$ cat config.mk
export PLATFORM = sky130hd
export DESIGN_NAME = icache_axi_rd_master
export DESIGN_NICKNAME = d
export VERILOG_FILES = /design/src/rtl/icache_axi_rd_master.sv
export SDC_FILE = /design/constraint.sdc
export NUM_CORES = 1
export LEC_CHECK = 0
export CAP_MARGIN = 10
export CORE_ASPECT_RATIO = 1.5
export CORE_MARGIN = 2
export CORE_UTILIZATION = 35
export CTS_CLUSTER_SIZE = 14
export DETAILED_ROUTE_END_ITERATION = 7
export PLACE_DENSITY = 0.76
export SETUP_SLACK_MARGIN = 0.5
export SYNTH_ARGS = -nofsm -noshare
export SYNTH_HDL_FRONTEND = slang
export SYNTH_SLANG_ARGS = --single-unit
$ cat constraint.sdc
create_clock -name clk -period 1.6 [get_ports clk]
set_clock_uncertainty 0.2 [all_clocks]
set_input_delay 0.24 -clock clk [delete_from_list [all_inputs] [get_ports clk]]
set_output_delay 0.24 -clock clk [all_outputs]
set_load 0.01 [all_outputs]
$ cat src/rtl/icache_axi_rd_master.sv
// AXI4 read-burst master for I-cache line fills: one 4-beat INCR burst per miss, words strobed back one per beat.
// Optional read-error checking is enabled with `define ICACHE_RD_ERR_CHK_EN; otherwise rd_err is tied low.
module icache_axi_rd_master #(
  parameter int ADDR_W = 32,
  parameter int DATA_W = 32,
  parameter int ID_W   = 4,
  parameter logic [ID_W-1:0] AR_ID = '0
) (
  input  logic              clk,
  input  logic              rst,
  input  logic              I_req,
  input  logic [ADDR_W-1:0] I_addr,
  input  logic              axi_valid,
  output logic [DATA_W-1:0] I_out,
  output logic              axi_ready,
  output logic              rd_err,
  output logic [ID_W-1:0]   ARID,
  output logic [ADDR_W-1:0] ARADDR,
  output logic [7:0]        ARLEN,
  output logic [2:0]        ARSIZE,
  output logic [1:0]        ARBURST,
  output logic              ARVALID,
  input  logic              ARREADY,
  input  logic [ID_W-1:0]   RID,
  input  logic [DATA_W-1:0] RDATA,
  input  logic [1:0]        RRESP,
  input  logic              RLAST,
  input  logic              RVALID,
  output logic              RREADY
);

  typedef enum logic [1:0] {IDLE, ADDR, DATA} state_t;

  state_t     state;
  logic [1:0] beat_cnt;
  logic       beat_acc;

  assign ARID     = AR_ID;
  assign ARLEN    = 8'd3;
  assign ARSIZE   = 3'b010;
  assign ARBURST  = 2'b01;
  assign beat_acc = (state == DATA) && RVALID && RREADY;

  // Line offset bits are never used: the burst always starts at the line base.
  logic unused_offset;
  assign unused_offset = ^I_addr[3:0];

  always_ff @(posedge clk) begin
    if (!rst) begin
      state     <= IDLE;
      beat_cnt  <= 2'd0;
      ARVALID   <= 1'b0;
      ARADDR    <= '0;
      RREADY    <= 1'b0;
      axi_ready <= 1'b0;
      I_out     <= '0;
    end else begin
      axi_ready <= 1'b0;
      case (state)
        IDLE: begin
          if (axi_valid && I_req) begin
            ARADDR   <= {I_addr[ADDR_W-1:4], 4'h0};
            beat_cnt <= 2'd0;
            ARVALID  <= 1'b1;
            state    <= ADDR;
          end
        end
        ADDR: begin
          if (ARREADY) begin
            ARVALID <= 1'b0;
            RREADY  <= 1'b1;
            state   <= DATA;
          end
        end
        DATA: begin
          if (beat_acc) begin
            I_out     <= RDATA;
            axi_ready <= 1'b1;
            beat_cnt  <= beat_cnt + 2'd1;
            if (beat_cnt == 2'd3) begin
              RREADY <= 1'b0;
              state  <= IDLE;
            end
          end
        end
        default: state <= IDLE;
      endcase
    end
  end

`ifdef ICACHE_RD_ERR_CHK_EN
  always_ff @(posedge clk) begin
    if (!rst) begin
      rd_err <= 1'b0;
    end else if (beat_acc) begin
      if ((RRESP != 2'b00) || (RID != AR_ID) || (RLAST != (beat_cnt == 2'd3)))
        rd_err <= 1'b1;
    end
  end
`else
  assign rd_err = 1'b0;

  logic unused_chk;
  assign unused_chk = ^{RRESP, RID, RLAST};
`endif

endmodule

======== After elaboration in Yosys (flattened, before gate mapping) ========
Cells that the tools add are included.
operators by class
  mux-type cells .......................... 16
  equal/unequal tests ..................... 7
  $add $sub $neg .......................... 1
  reductions and logical operators ........ 14
operator list
  cell                                                                    count
  2-bit two-way mux                                                       6
  4-bit AND reduction                                                     2
  1-bit two-way mux                                                       6
  2-bit != test (second input constant)                                   3
  2-bit case mux with 3 select lines                                      1
  2-bit AND reduction                                                     3
  3-bit AND reduction                                                     2
  2-bit nonzero test                                                      3
  2-bit equality test (second input constant)                             2
  1-bit case mux with 2 select lines                                      2
  2-bit case mux with 2 select lines                                      1
  1-bit logical AND                                                       3
  2-bit by 1-bit adder with 2-bit output (second input constant)          1
  2-bit by 1-bit equality test with 1-bit output (second input constant)  1
  2-bit zero test                                                         1
  2-bit by 1-bit != test with 1-bit output (second input constant)        1
word-level totals
  word-level logic and storage cells ...... 45
  bits in registers ....................... 67

======== Depth between registers and ports, before layout ========
  depth in word-level cells ............... 5
  mapped depth ............................ 6

======== Worst setup path after synthesis ========
No wires, ideal clock.
  path type ............................... reg2reg
  start ................................... register RREADY
  end ..................................... register I_out[26]
  library setup time ...................... 70 ps
  clock period less this slack ............ 1336 ps
  setup slack ............................. 264 ps
  arrival time ............................ 1066 ps
  required time ........................... 1330 ps
  cell stages (with the launch flop) ...... 6
  path buffers ............................ 2
  path through ............................ dfxtp_1 > and4b_1 > buf_2 > buf_4 > nand2_1 > a21boi_1
between the ends
  cells in the longest elaborated chain, start to end .. 2
ends and longest elaborated chain
  element                               line  source
  start, declared                       29    output logic RREADY
  start signal, assigned                54    RREADY <= 1'b0;
  start signal, assigned                71    RREADY <= 1'b1;
  start signal, assigned                81    RREADY <= 1'b0;
  1-bit logical AND                     42    assign beat_acc = (state == DATA) && RVALID && RREADY;
  2-bit AND reduction (no source line)  n/a
  end signal, assigned                  56    I_out <= '0;
  end signal, assigned                  77    I_out <= RDATA;
  end, declared                         14    output logic [DATA_W-1:0] I_out,
No other way between the ends.
A chain may end at the register's enable or synchronous reset.

======== Final worst setup path ========
  start ................................... register state[0]
  end ..................................... register I_out[23]
between the ends
  cells in the longest elaborated chain, start to end .. 4
ends and longest elaborated chain
  element                                   line    source
  start, declared                           34      state_t state;
  start signal, assigned                    50      state <= IDLE;
  start signal, assigned                    65      state <= ADDR;
  start signal, assigned                    72      state <= DATA;
  2-bit equality test (*)                   42, 59
  1-bit logical AND (2 in a row)            42
  2-bit AND reduction (no source line) (*)  n/a
Every way passes the cells marked *; elsewhere a longest branch is shown, timed or not.

==> results.yml <==
drt:
  via_per_inst: 4.452
  routed_wirelength_um: 7294
  wl_per_cell_um: 12.93
  drtIter0Drc: 45
  drt_pass1_iterations: 4
  vias: 2511
  drc: 0
  drtAntennaViolNets: 0
worst_setup_path:
  r2r-start: "state[0]"
  crit_arrival_ns: 1.45
  r2r_slack_ns: 0.20
  critPathLaunch: "state[0]"
  required_ns: 1.65
  critPathCaptureType: "flop"
  start_kind: "flop"
  reg2reg_to: "I_out[23]"
  crit_type: "reg -> reg"
  worstPathMaxFanout: 6
  r2r_cells: 5
die:
  start_util: 0.3582
  io-pin-count: 162
  die_y_um: 112.1
  die_x_um: 76.06
  core_region_area_sq_um: 7612
  rows: 39
  dieArea_sq_um: 8526
cells_and_area:
  layout.nets: 535
  fill_cells: 638
  seq_area_sq_um: 1426
  multi_input_area_sq_um: 1200
  diodes: 0
  syn_to_final_growth_pct: 73.75
  drive_gt1_frac: 0.3788
pwr:
  powerDensity_nw_per_um2: 919.2
  p_total_uw: 4354
  peakVddDrop_v: 0.0006512
  power_leakage_uw: 0.001916
clock_network:
  cts.sinks: 67
  clockBufferDepth: 2
  clk-insertion-delay-late_ns: 0.32
  cts-hold-fix-buffers: 0
  cts_buffers: 9
  htree_levels: 3
  clkTransAtPathRegs_ns: 0.05
  cts_tree: "yes"
  root_buffer: "clkbuf_16"
timing:
  rsz0062_at_grt: "yes"
  fmax_ghz: 0.7137
  hold_violations: 0
  hold_ws_ns: 0.09960
  slew_viol_final: 0
  fin_crit_ns: 1.401
  setup_viol: 0
  setup_ws_ns: 0.1988
  finalCritPeriodShare: 0.8757
synth:
  synth-seq-cells: 67
  ys_types: 24
  yosysWarnings: 0
  syn_inst: 317
  avgSynthCellArea_sq_um: 8.601
  yosysSeqAreaShare: 0.4920
  syn_area_sq_um: 2726
worst_hold_path:
  hold_depth: 2
  hold_start: "rst"
  min_to: "state[0]"
  hold_class: "in -> reg"
grt:
  grt_usage: 0.1642
  grt_pass1_vias: 2383
  overflow: 0
  grt_pass1_wl_um: 11270
  antenna_found_initial: 0
  grt_max_degree: 43
run:
  cap_violations: 0
place:
  finalWeightedCongestion: 0.6838
  io_buffers: 128
  dp_hpwl_um: 4809
  dp_slack_ns: -0.1682
status:
  outcome: "finished clean"
layer usage:
| metal | vias up | wire length, um | GRT usage |
|---|---|---|---|
| li1 | 1260 | - | - |
| met1 | 1139 | 2715 | 0.1731 |
| met2 | 102 | 3924 | 0.2970 |
| met3 | 10 | 535 | 0.04904 |
| met4 | 0 | 119 | 0.08000 |
| met5 | - | 0 | 0 |
power by group:
| group | total, uW | leakage, uW | internal, uW | switching (uW) |
|---|---|---|---|---|
| clock | 2130 | 0.000159 | 1450 | 683 |
| sequential | 1750 | 0.000573 | 1720 | 31.5 |
| combinational | 478 | 0.00118 | 301 | 177 |
| total | 4350 | 0.00192 | 3460 | 891 |
critical path: stages, from the launching register on:
cell and delay, ns:
dfxtp_4 0.35, and4b_2 0.35, buf_12 0.13, clkbuf_16 0.13
nand2_1 0.05, a21boi_1 0.11
cell type report:
| type | instances | share of cell area |
|---|---|---|
| repair buffers | 152 | 0.3492 |
| flip-flops and latches | 67 | 0.3011 |
| multi-input cells | 227 | 0.2533 |
| clock buffers | 12 | 0.05415 |
| well taps | 102 | 0.02694 |
| clock inverters | 4 | 0.01532 |
flip-flops by register name, summed over array words and instances, names as in the netlist:
| signal | flops |
|---|---|
| ARADDR | 28 |
| ARVALID | 1 |
| I_out | 32 |
| RREADY | 1 |
| axi_ready | 1 |
| beat_cnt | 2 |
| state | 2 |
cells in the final DEF (no fill, tap or decap), drive strengths merged:
master         netlist  final
a21boi              62     62
a21oi                1      1
and2                 1      1
and4b                1      1
and4bb               1      1
buf                 36     86
bufinv               0      2
clkbuf               7     14
clkdlybuf4s50        0     63
clkinv               0      1
clkinvlp             0      1
conb                 2     22
dfxtp               67     67
dlygate4sd2          0      1
ha                   1      1
nand2              122    122
nand3                2      2
nand3b               3      3
nand4                2      2
nand4b               2      2
nand4bb              1      1
nor2b                2      2
nor3b                1      1
o21a                 1      1
o21ai                2      2
per-stage QoR:
stage	utilization	area [sq um]	setup TNS (ns)	instances
CTS	0.6006	4572	0	555
finish	0.6223	4737	0	564
floorplan	-	2823	0	337
global placement	0.5302	4036	-2.482	535
global route	0.6223	4737	0	564
detailed placement	0.5302	4036	-3.978	535
kinds of logic after synthesis:
group	after synthesis	synth area share
buffers and inverters	43	0.1065
other	2	0.002755
adders and majority gates	1	0.004589
AOI/OAI and AO/OA	66	0.1790
and+or+nand+nor	138	0.2152
DFF	67	0.4920
repair_timing:
action                                 in CTS  in global routing
cloned                                      1                  2
setup endpoints to repair                 130                130
endpoints found under the hold margin       0                  0
pin swaps                                   1                  7
setup buffers                               3                  7
gates resized for setup                   381                 19
how the worst max path moves through the flow:
stage	endpoint	slack [ns]	cells after the start
global route	I_out[30]	0.16	5
global placement	I_out[5]	-0.10	5
CTS	I_out[30]	0.23	5
floorplan	state[0]	0.31	4
finish	I_out[23]	0.20	5
detailed placement	I_out[17]	-0.17	5
synthesized netlist by cell type:
cell	count	share of area
a21boi_0	6	0.017
a21boi_1	56	0.15
a21oi_1	1	0.0018
and2_1	1	0.0023
and4b_1	1	0.0037
and4bb_2	1	0.0046
buf_2	7	0.013
buf_4	26	0.072
buf_6	3	0.012
clkbuf_1	7	0.0096
conb_1	2	0.0028
dfxtp_1	67	0.49
ha_1	1	0.0046
nand2_1	122	0.17
nand3_1	2	0.0037
nand3b_1	3	0.0083
nand4_1	2	0.0046
nand4b_1	1	0.0032
nand4b_2	1	0.0055
nand4bb_1	1	0.0041
nor2b_1	2	0.0046
nor3b_1	1	0.0028
o21a_1	1	0.0028
o21ai_0	2	0.0037
Power figures use the tool's default switching activity.
